===== config.mk =====
export PLATFORM = sky130hd
export DESIGN_NAME = address_gen_flat
export DESIGN_NICKNAME = d
export VERILOG_FILES = /design/src/rtl/cpu6502_pkg.sv /design/src/rtl/address_gen_if.sv /design/src/rtl/address_gen_adder.sv /design/src/rtl/address_gen.sv /design/src/flat_wrapper.sv
export SDC_FILE = /design/constraint.sdc
export NUM_CORES = 1
export LEC_CHECK = 0
export ABC_AREA = 1
export CORE_MARGIN = 2
export CORE_UTILIZATION = 51
export CTS_BUF_LIST = sky130_fd_sc_hd__clkbuf_8
export DETAILED_ROUTE_END_ITERATION = 12
export PLACE_DENSITY = 0.88
export SYNTH_ARGS = -nofsm -noshare
export SYNTH_HDL_FRONTEND = slang
export SYNTH_SLANG_ARGS = --single-unit

===== constraint.sdc =====
create_clock -name clk -period 3.1 [get_ports clk]
set_clock_uncertainty 0.05 [all_clocks]
set_input_delay 0.62 -clock clk [delete_from_list [all_inputs] [get_ports clk]]
set_output_delay 0.62 -clock clk [all_outputs]
set_load 0.005 [all_outputs]

===== src/rtl/cpu6502_pkg.sv =====
// Shared 6502 core constants: address-source and index-select encodings and default page bytes.
package cpu6502_pkg;

  localparam logic [7:0] DEF_ZP_PAGE    = 8'h00;
  localparam logic [7:0] DEF_STACK_PAGE = 8'h01;
  localparam logic [7:0] DEF_VEC_PAGE   = 8'hFF;

  localparam logic [3:0] SRC_PC      = 4'd0;
  localparam logic [3:0] SRC_ZP      = 4'd1;
  localparam logic [3:0] SRC_ABS     = 4'd2;
  localparam logic [3:0] SRC_ZPTR_LO = 4'd3;
  localparam logic [3:0] SRC_ZPTR_HI = 4'd4;
  localparam logic [3:0] SRC_IND     = 4'd5;
  localparam logic [3:0] SRC_STACK   = 4'd6;
  localparam logic [3:0] SRC_VECTOR  = 4'd7;
  localparam logic [3:0] SRC_IND_HI  = 4'd8;

  localparam logic [1:0] IDX_NONE     = 2'b00;
  localparam logic [1:0] IDX_X        = 2'b01;
  localparam logic [1:0] IDX_Y        = 2'b10;
  localparam logic [1:0] IDX_NONE_ALT = 2'b11;

  // Only the 16-bit-base sources may need the extra high-byte cycle.
  function automatic logic is_fixup_src(input logic [3:0] s);
    return (s == SRC_ABS) || (s == SRC_IND);
  endfunction

endpackage


===== src/rtl/address_gen_if.sv =====
// Request/response bundle between the sequencer (master) and the address generator (slave).
interface address_gen_if #(
  parameter int DATA_W = 8
) ();

  logic                  req;
  logic [3:0]            src;
  logic [1:0]            idx_sel;
  logic                  always_fix;
  logic [2*DATA_W-1:0]   address;
  logic                  addr_valid;
  logic                  page_cross;
  logic                  busy;

  modport master (
    output req, src, idx_sel, always_fix,
    input  address, addr_valid, page_cross, busy
  );

  modport slave (
    input  req, src, idx_sel, always_fix,
    output address, addr_valid, page_cross, busy
  );

endinterface


===== src/rtl/address_gen_adder.sv =====
// Low-byte index add with carry-out and optional +1, plus an incremented copy of the high byte.
module addr_adder #(
  parameter int DATA_W = 8
) (
  input  logic [DATA_W-1:0] i_lo,
  input  logic [DATA_W-1:0] i_idx,
  input  logic [DATA_W-1:0] i_hi,
  input  logic              i_plusOne,
  output logic [DATA_W-1:0] o_lo,
  output logic              o_carry,
  output logic [DATA_W-1:0] o_hiInc
);

  logic [DATA_W:0] w_sum;

  assign w_sum   = {1'b0, i_lo} + {1'b0, i_idx} + (DATA_W+1)'(i_plusOne);
  assign o_lo    = w_sum[DATA_W-1:0];
  assign o_carry = w_sum[DATA_W];
  assign o_hiInc = i_hi + DATA_W'(1);

endmodule


===== src/rtl/address_gen.sv =====
// Registered 6502 effective-address generator with a one-cycle page-crossing fix-up state.
module address_gen
  import cpu6502_pkg::*;
#(
  parameter int                DATA_W      = 8,
  parameter logic [DATA_W-1:0] ZP_PAGE     = DATA_W'(DEF_ZP_PAGE),
  parameter logic [DATA_W-1:0] STACK_PAGE  = DATA_W'(DEF_STACK_PAGE),
  parameter logic [DATA_W-1:0] VEC_PAGE    = DATA_W'(DEF_VEC_PAGE),
  parameter bit                JMP_IND_BUG = 1'b1
) (
  input  logic                clk,
  input  logic                rst_n,
  input  logic [DATA_W-1:0]   data_in,
  input  logic                ld_oper_lo,
  input  logic                ld_oper_hi,
  input  logic                ld_ptr_lo,
  input  logic                ld_ptr_hi,
  input  logic [2*DATA_W-1:0] pc,
  input  logic [DATA_W-1:0]   sp,
  input  logic [DATA_W-1:0]   vec_lo,
  input  logic [DATA_W-1:0]   x_reg,
  input  logic [DATA_W-1:0]   y_reg,
  address_gen_if.slave        bus
);

  localparam int ADDR_W = 2 * DATA_W;

  localparam logic [0:0] ST_IDLE = 1'b0;
  localparam logic [0:0] ST_FIX  = 1'b1;

  logic [DATA_W-1:0] r_operLo, r_operHi, r_ptrLo, r_ptrHi;
  logic [DATA_W-1:0] r_fixHi;
  logic [ADDR_W-1:0] r_address;
  logic              r_addrValid, r_pageCross, r_busy;
  logic [0:0]        r_state;

  logic [DATA_W-1:0] w_idx, w_addLo, w_addIdx, w_addHi;
  logic              w_plusOne;
  logic [DATA_W-1:0] w_sumLo, w_hiInc;
  logic              w_carry;
  logic [ADDR_W-1:0] w_issueAddr;
  logic              w_fixSrc, w_needFix;

  always_comb begin
    unique case (bus.idx_sel)
      IDX_X:   w_idx = x_reg;
      IDX_Y:   w_idx = y_reg;
      default: w_idx = '0;
    endcase
  end

  always_comb begin
    w_addLo   = r_operLo;
    w_addHi   = r_operHi;
    w_addIdx  = w_idx;
    w_plusOne = 1'b0;
    case (bus.src)
      SRC_IND: begin
        w_addLo = r_ptrLo;
        w_addHi = r_ptrHi;
      end
      SRC_ZPTR_HI: w_plusOne = 1'b1;
      SRC_IND_HI: begin
        w_addIdx  = '0;
        w_plusOne = 1'b1;
      end
      default: ;
    endcase
  end

  addr_adder #(.DATA_W(DATA_W)) u_adder (
    .i_lo      (w_addLo),
    .i_idx     (w_addIdx),
    .i_hi      (w_addHi),
    .i_plusOne (w_plusOne),
    .o_lo      (w_sumLo),
    .o_carry   (w_carry),
    .o_hiInc   (w_hiInc)
  );

  // Page-relative sources drop the carry; ABS/IND defer it to the fix-up cycle.
  always_comb begin
    w_issueAddr = '0;
    w_fixSrc    = is_fixup_src(bus.src);
    case (bus.src)
      SRC_PC:                             w_issueAddr = pc;
      SRC_ZP, SRC_ZPTR_LO, SRC_ZPTR_HI:   w_issueAddr = {ZP_PAGE, w_sumLo};
      SRC_ABS, SRC_IND:                   w_issueAddr = {w_addHi, w_sumLo};
      SRC_STACK:                          w_issueAddr = {STACK_PAGE, sp};
      SRC_VECTOR:                         w_issueAddr = {VEC_PAGE, vec_lo};
      SRC_IND_HI:
        w_issueAddr = {(!JMP_IND_BUG && w_carry) ? w_hiInc : w_addHi, w_sumLo};
      default:                            w_issueAddr = '0;
    endcase
  end

  assign w_needFix = w_fixSrc && (w_carry || bus.always_fix);

  always_ff @(posedge clk or negedge rst_n) begin
    if (!rst_n) begin
      r_operLo <= '0;
      r_operHi <= '0;
      r_ptrLo  <= '0;
      r_ptrHi  <= '0;
    end else begin
      if (ld_oper_lo) r_operLo <= data_in;
      if (ld_oper_hi) r_operHi <= data_in;
      if (ld_ptr_lo)  r_ptrLo  <= data_in;
      if (ld_ptr_hi)  r_ptrHi  <= data_in;
    end
  end

  always_ff @(posedge clk or negedge rst_n) begin
    if (!rst_n) begin
      r_state     <= ST_IDLE;
      r_address   <= '0;
      r_addrValid <= 1'b0;
      r_pageCross <= 1'b0;
      r_busy      <= 1'b0;
      r_fixHi     <= '0;
    end else begin
      r_addrValid <= 1'b0;
      case (r_state)
        ST_IDLE: begin
          if (bus.req) begin
            r_address   <= w_issueAddr;
            r_addrValid <= 1'b1;
            r_pageCross <= w_fixSrc && w_carry;
            r_fixHi     <= w_carry ? w_hiInc : w_addHi;
            if (w_needFix) begin
              r_busy  <= 1'b1;
              r_state <= ST_FIX;
            end
          end
        end
        default: begin
          r_address   <= {r_fixHi, r_address[DATA_W-1:0]};
          r_addrValid <= 1'b1;
          r_busy      <= 1'b0;
          r_state     <= ST_IDLE;
        end
      endcase
    end
  end

  assign bus.address    = r_address;
  assign bus.addr_valid = r_addrValid;
  assign bus.page_cross = r_pageCross;
  assign bus.busy       = r_busy;

endmodule


===== src/flat_wrapper.sv =====
// flat-port wrapper written by rule: the top's interface ports become plain ports
module address_gen_flat import cpu6502_pkg::*;
#(
  parameter int                DATA_W      = 8,
  parameter logic [DATA_W-1:0] ZP_PAGE     = DATA_W'(DEF_ZP_PAGE),
  parameter logic [DATA_W-1:0] STACK_PAGE  = DATA_W'(DEF_STACK_PAGE),
  parameter logic [DATA_W-1:0] VEC_PAGE    = DATA_W'(DEF_VEC_PAGE),
  parameter bit                JMP_IND_BUG = 1'b1
)
  (clk, rst_n, data_in, ld_oper_lo, ld_oper_hi, ld_ptr_lo, ld_ptr_hi, pc, sp, vec_lo, x_reg, y_reg, bus_req, bus_src, bus_idx_sel, bus_always_fix, bus_address, bus_addr_valid, bus_page_cross, bus_busy);
  address_gen_if #(.DATA_W(DATA_W)) bus_i ();
  input  logic clk;
  input  logic rst_n;
  input  logic [DATA_W-1:0] data_in;
  input  logic ld_oper_lo;
  input  logic ld_oper_hi;
  input  logic ld_ptr_lo;
  input  logic ld_ptr_hi;
  input  logic [2*DATA_W-1:0] pc;
  input  logic [DATA_W-1:0] sp;
  input  logic [DATA_W-1:0] vec_lo;
  input  logic [DATA_W-1:0] x_reg;
  input  logic [DATA_W-1:0] y_reg;
  input wire logic [$bits(bus_i.req)-1:0] bus_req;
  input wire logic [$bits(bus_i.src)-1:0] bus_src;
  input wire logic [$bits(bus_i.idx_sel)-1:0] bus_idx_sel;
  input wire logic [$bits(bus_i.always_fix)-1:0] bus_always_fix;
  output wire logic [$bits(bus_i.address)-1:0] bus_address;
  output wire logic [$bits(bus_i.addr_valid)-1:0] bus_addr_valid;
  output wire logic [$bits(bus_i.page_cross)-1:0] bus_page_cross;
  output wire logic [$bits(bus_i.busy)-1:0] bus_busy;
  assign bus_i.req = bus_req;
  assign bus_i.src = bus_src;
  assign bus_i.idx_sel = bus_idx_sel;
  assign bus_i.always_fix = bus_always_fix;
  assign bus_address = bus_i.address;
  assign bus_addr_valid = bus_i.addr_valid;
  assign bus_page_cross = bus_i.page_cross;
  assign bus_busy = bus_i.busy;
  address_gen #(.DATA_W(DATA_W), .ZP_PAGE(ZP_PAGE), .STACK_PAGE(STACK_PAGE), .VEC_PAGE(VEC_PAGE), .JMP_IND_BUG(JMP_IND_BUG)) u_core (.clk(clk), .rst_n(rst_n), .data_in(data_in), .ld_oper_lo(ld_oper_lo), .ld_oper_hi(ld_oper_hi), .ld_ptr_lo(ld_ptr_lo), .ld_ptr_hi(ld_ptr_hi), .pc(pc), .sp(sp), .vec_lo(vec_lo), .x_reg(x_reg), .y_reg(y_reg), .bus(bus_i));
endmodule

---- After elaboration in Yosys (flattened, before gate mapping) ----
Index checks and enable logic that the tools add are counted.
word-level totals
  input bits .............................. 70
  output and inout port bits .............. 19
  bits in registers ....................... 60
cells by class
  add/sub/neg operators ................... 3
  reduce and logical (&&, ||, !) cells .... 12
  equality and inequality tests ........... 10
  bitwise gates (word level) .............. 1
  mux-type cells .......................... 17
operators with widths
  operator               count
  $pmux W16 S5           1
  $mux W16               2
  $mux W8                4
  $eq A4 B3 Y1 const B   4
  $pmux W8 S2            1
  $add A8 B8 Y9          1
  $add A9 B1 Y9          1
  $mux W1                9
  $add A8 B1 Y8 const B  1
  $eq A4 B2 Y1 const B   2
  $reduce_or A3 Y1       2
  $eq A4 B1 Y1 const B   1
  $eq A4 B4 Y1 const B   1
  $logic_not A4 Y1       1
  $reduce_and A2 Y1      2
  $reduce_bool A2 Y1     2
  $eq A2 B1 Y1 const B   1
  $eq A2 B2 Y1 const B   1
  $logic_and A1 B1 Y1    2
  $logic_or A1 B1 Y1     2
  $reduce_or A2 Y1       1
  $not A1 Y1             1

---- Longest topological paths before layout ----
  word-level depth ........................ 10
  mapped depth ............................ 17

---- By module ----
A second synthesis with hierarchy kept.
unflattened totals
  cell total of the unflattened synthesis .. 514
  area total of the unflattened synthesis .. 3803.6 um^2
by module, submodules not included
  module       seq. area each (um^2)  area each (um^2)  cells each  instances
  address_gen  1501.4                 3319.4            435         1
  addr_adder   0.0                    484.2             79          1

---- Worst setup path after synthesis ----
OpenSTA, ideal clock, no wires.
  path type ............................... input to register
  start ................................... input port bus_src[1]
  end ..................................... register u_core.r_busy, in the netlist u_core.bus.busy
  stages .................................. 15
  path buffers ............................ 2
  arrival time ............................ 3.163 ns
  path slack .............................. -0.249 ns
  cells stage by stage .................... nor2_1 > nand2_1 > nor2_1 > or2_2 > clkbuf_1 > a21oi_1 > fa_1 > fa_1 > nand2_1 > nand2_1 > nand3_1 > o211ai_2 > clkbuf_1 > o21ai_0 > o21ai_0
on the way
  longest elaborated chain between the ends .. 8
  elaborated cells between the ends (all ways) .. 15
RTL lines
  item                                                RTL line                                    RTL
  start, declared                                     flat_wrapper.sv:25                          input wire logic [$bits(bus_i.src)-1:0] bus_src;
  $eq A4 B3 Y1 (tied with other cells)                cpu6502_pkg.sv:25, address_gen.sv:57
  $mux W8 / $reduce_or A2 Y1 (equally long branches)  -
  $add A8 B8 Y9 / $mux W1 (equally long branches)     address_gen_adder.sv:16, address_gen.sv:57
  $add A9 B1 Y9                                       address_gen_adder.sv:16                     assign w_sum = {1'b0, i_lo} + {1'b0, i_idx} + (DATA_W+1)'(i_plusOne);
  $logic_or A1 B1 Y1                                  address_gen.sv:97                           assign w_needFix = w_fixSrc && (w_carry || bus.always_fix);
  $logic_and A1 B1 Y1 (*)                             address_gen.sv:97
  $reduce_bool A2 Y1 (no source line) (*)             -
  $reduce_and A2 Y1 (no source line) (*)              -
  end signal, assigned                                address_gen.sv:119                          r_busy <= 1'b0;
  end signal, assigned                                address_gen.sv:131                          r_busy <= 1'b1;
  end signal, assigned                                address_gen.sv:139                          r_busy <= 1'b0;
  end, declared                                       address_gen.sv:34                           logic r_addrValid, r_pageCross, r_busy;
Mark *: on every way between the ends. The rest lies on a longest branch, timed or not.
A chain may end at the register's enable or synchronous reset.

---- Worst setup path in the final report ----
  start ................................... input port bus_idx_sel[1]
  end ..................................... register u_core.r_address[6], in the netlist u_core.bus.address[6]
on the way
  longest elaborated chain between the ends .. 6
  elaborated cells between the ends (all ways) .. 7
RTL lines
  item                                                 RTL line                 RTL
  start, declared                                      flat_wrapper.sv:26       input wire logic [$bits(bus_i.idx_sel)-1:0] bus_idx_sel;
  $eq A2 B2 Y1 / $eq A2 B1 Y1 (equally long branches)  address_gen.sv:45        unique case (bus.idx_sel)
  $pmux W8 S2 (*)                                      address_gen.sv:45
  $mux W8 (*)                                          address_gen.sv:57        case (bus.src)
  $add A8 B8 Y9 (*)                                    address_gen_adder.sv:16
  $add A9 B1 Y9 (*)                                    address_gen_adder.sv:16
  $pmux W16 S5 (*)                                     address_gen.sv:85        case (bus.src)
  end signal, assigned                                 address_gen.sv:126       r_address <= w_issueAddr;
  end signal, assigned                                 address_gen.sv:137       r_address <= {r_fixHi, r_address[DATA_W-1:0]};
  end, declared                                        address_gen.sv:33        logic [ADDR_W-1:0] r_address;
Marked as above.

==> impl_metrics.tcl <==
set metrics [dict create \
    grt_max_degree 61 \
    route.vias.total 3561 \
    vias_per_cell 5.54 \
    setup_violations 0 \
    place_hpwl_um 7250 \
    hold_path.class "input port to asynchronous set/reset pin" \
    dieArea_um2 7520 \
    syn2layout_area_growth_pct 39.8 \
    clk_pin_slew_ps 70 \
    max_freq_ghz 0.337 \
    power_density_nw_per_um2 437 \
    ys_warn_count 0 \
    synth_cells 444 \
    worstSetupPathType "input port to flip-flop" \
    p_leak_nw 2.40 \
    grt_pass1_wl_um 16000 \
    critPathCaptureType "flip-flop" \
    antenna_found_initial 0 \
    cts_tree "yes" \
    ff2ff_path_depth 12 \
    ys_seq_area_share_pct 43.0 \
    final_antenna_net_count 0 \
    status "finished clean" \
    routabilityCongestion 0.908 \
    synth_cell_types 31 \
    io_buffers 88 \
    initial_core_util_pct 52.0 \
    ff_latch_area_um2 1500 \
    arrival_ps 3130 \
    finalPower_mw 2.13 \
    syn_nets 526 \
    clock_latency_ps 350 \
    grt_pass1_vias 3409 \
    max-slew-margin-rel_pct 51.0 \
    tns_ps 0 \
    crit_fanout 7 \
    finalHoldViolations 0 \
    drive_gt1_share_pct 17.4 \
    rsz0062_at_grt "no" \
    first_pass_iters 5 \
    cts.sinks 60 \
    ys_ff_latch 60 \
    num_rows 30 \
    slew_viol_final 0 \
    vdd_drop_max_mv 0.316 \
    die_x_um 86.7 \
    ctsHoldBuffers 0 \
    period_share_pct 95.8 \
    cts_root_buf "clkbuf_8" \
    finalNetCount 640 \
    required_ps 3260 \
    htreeDepth 3 \
    final_util_pct 72.6 \
    place_worst_setup_slack_ps -436 \
    worst-slew-pin-transition_ps 735 \
    cts_buffers 9 \
    ctsLongestPathBuffers 2 \
    cap_viol_max_count 0 \
    netlist_area_um2 3490 \
    setup_slack_ps 129 \
    io_pins 89 \
    wl_per_cell_um 15.3 \
    totalWireLength_um 9830 \
    grt-ovfl-total 0 \
    multi_input_area_um2 1820 \
    synth.avg_cell_area_um2 7.86 \
    drt_first_iter_violations 255 \
    diodes 0 \
    drc 0 \
    grt_use_total_pct 27.5 \
    fillCellCount 479 \
    start_kind "input port" \
    fin_crit_ps 2970 \
    core_um2 6720 \
    die_h_um 86.7 \
]
==> what timing repair did <==
action / 4_1_cts / 5_1_grt
gates resized for setup: 8 / 9
pin swaps: 1 / 3
setup buffers: 0 / 1
endpoints found under the setup margin: 12 / 13
==> path summary, 6_finish.rpt <==
path / slack [ps] / startpoint / to
min in group clk: 440 / u_core.r_fixHi[6] / u_core.r_fixHi[6]
max reg2reg: 700 / u_core.r_operLo[0] / u_core.bus.address[6]
min reg2reg: 440 / u_core.r_fixHi[6] / u_core.r_fixHi[6]
max: 130 / bus_idx_sel[1] / u_core.bus.address[6]
max in group asynchronous: 2140 / rst_n / u_core.r_operLo[6]
min: 360 / rst_n / u_core.bus.addr_valid
==> where the power goes <==
part / internal [mW] / switching, mW
sequential: 0.871 / 0.0454
combinational: 0.302 / 0.283
clock: 0.327 / 0.303
==> critical path: stages <==
cell	delay [ps]
clkdlybuf4s50_1	480
ha_1	240
or2_2	310
buf_4	170
a21oi_2	120
ha_1	280
inv_1	100
nand2_1	70
buf_4	140
nand4_1	90
nand2_1	70
or2_2	270
nand3_1	90
a21oi_1	80
==> flip-flops by register name (all words and copies together) (netlist names) <==
signal,flops
u_core.bus.addr_valid,1
u_core.bus.address,16
u_core.bus.busy,1
u_core.bus.page_cross,1
u_core.r_fixHi,8
u_core.r_operHi,8
u_core.r_operLo,8
u_core.r_ptrHi,8
u_core.r_ptrLo,8
u_core.r_state,1
==> synth_stat cells <==
| cell type | instances | area [um2] |
|---|---|---|
| nor2_1 | 11 | 41.3 |
| o21ai_2 | 1 | 8.76 |
| nand3_2 | 1 | 10.0 |
| nand2_1 | 158 | 593 |
| xnor2_1 | 1 | 8.76 |
| o21a_1 | 2 | 15.0 |
| xor2_1 | 2 | 17.5 |
| nand3b_1 | 1 | 7.51 |
| clkbuf_1 | 11 | 41.3 |
| o211ai_2 | 1 | 12.5 |
| inv_1 | 36 | 135 |
| inv_2 | 2 | 7.51 |
| nor2_4 | 1 | 11.3 |
| o211ai_1 | 5 | 37.5 |
| or2_2 | 5 | 31.3 |
| a22oi_1 | 3 | 22.5 |
| nor2_2 | 3 | 18.8 |
| a21oi_1 | 23 | 115 |
| mux2_2 | 22 | 248 |
| buf_1 | 3 | 11.3 |
| a21o_1 | 1 | 7.51 |
| nand2_2 | 2 | 12.5 |
| dfrtp_1 | 60 | 1500 |
| o21ai_0 | 26 | 130 |
| a221oi_1 | 2 | 17.5 |
| ha_1 | 10 | 125 |
| nand4_1 | 8 | 50.1 |
| fa_1 | 2 | 40.0 |
| a22o_1 | 2 | 17.5 |
| buf_2 | 3 | 15.0 |
| nand3_1 | 36 | 180 |
==> metal layers <==
metal | global-route usage [%] | up-vias | routed length [um]
met5 | 0 | - | 0
met4 | 13.1 | 0 | 326
met3 | 4.86 | 33 | 633
met2 | 47.1 | 157 | 4850
met1 | 33.6 | 1684 | 4020
li1 | - | 1687 | -
==> through the flow <==
| step | instances | hold WS (ps) | area (um2) |
|---|---|---|---|
| floorplan | 444 | 274 | 3520 |
| global placement | 626 | 417 | 4650 |
| detailed placement | 626 | 421 | 4650 |
| CTS | 642 | 382 | 4850 |
| global route | 643 | 422 | 4880 |
| finish | 643 | 357 | 4880 |
==> cells in the final DEF, fill, tap and decap left out, types with 3 or more instances in the layout <==
| cell type | n |
|---|---|
| nand2_1 | 156 |
| ha_1 | 10 |
| a22oi_1 | 3 |
| clkinv_2 | 3 |
| inv_2 | 3 |
| a21oi_2 | 5 |
| mux2_2 | 22 |
| o211ai_1 | 5 |
| nor2_1 | 9 |
| dfrtp_1 | 60 |
| or2_2 | 5 |
| nand4_1 | 8 |
| a21oi_1 | 18 |
| dlymetal6s2s_1 | 3 |
| buf_4 | 31 |
| nand2_2 | 3 |
| clkbuf_8 | 11 |
| clkdlybuf4s50_1 | 82 |
| nand3_1 | 36 |
| o21ai_0 | 24 |
| inv_1 | 36 |
| nor2_2 | 4 |
==> logic make-up after synthesis <==
group | share of synthesized area, %
compound gates | 11.0
mux | 7.10
flops | 43.0
fa+ha+maj | 4.73
buf+inv | 6.02
xor+xnor | 0.753
simple gates | 27.4
==> area by class of cell <==
class / count / share of cell area, %
timing repair buffer: 120 / 23.2
clock inverter: 5 / 0.564
sequential: 60 / 30.8
multi-input combinational: 329 / 37.4
clock buffer: 11 / 3.10
tap: 80 / 2.05
inverter: 38 / 2.92
(Power assumes the default switching activity.)
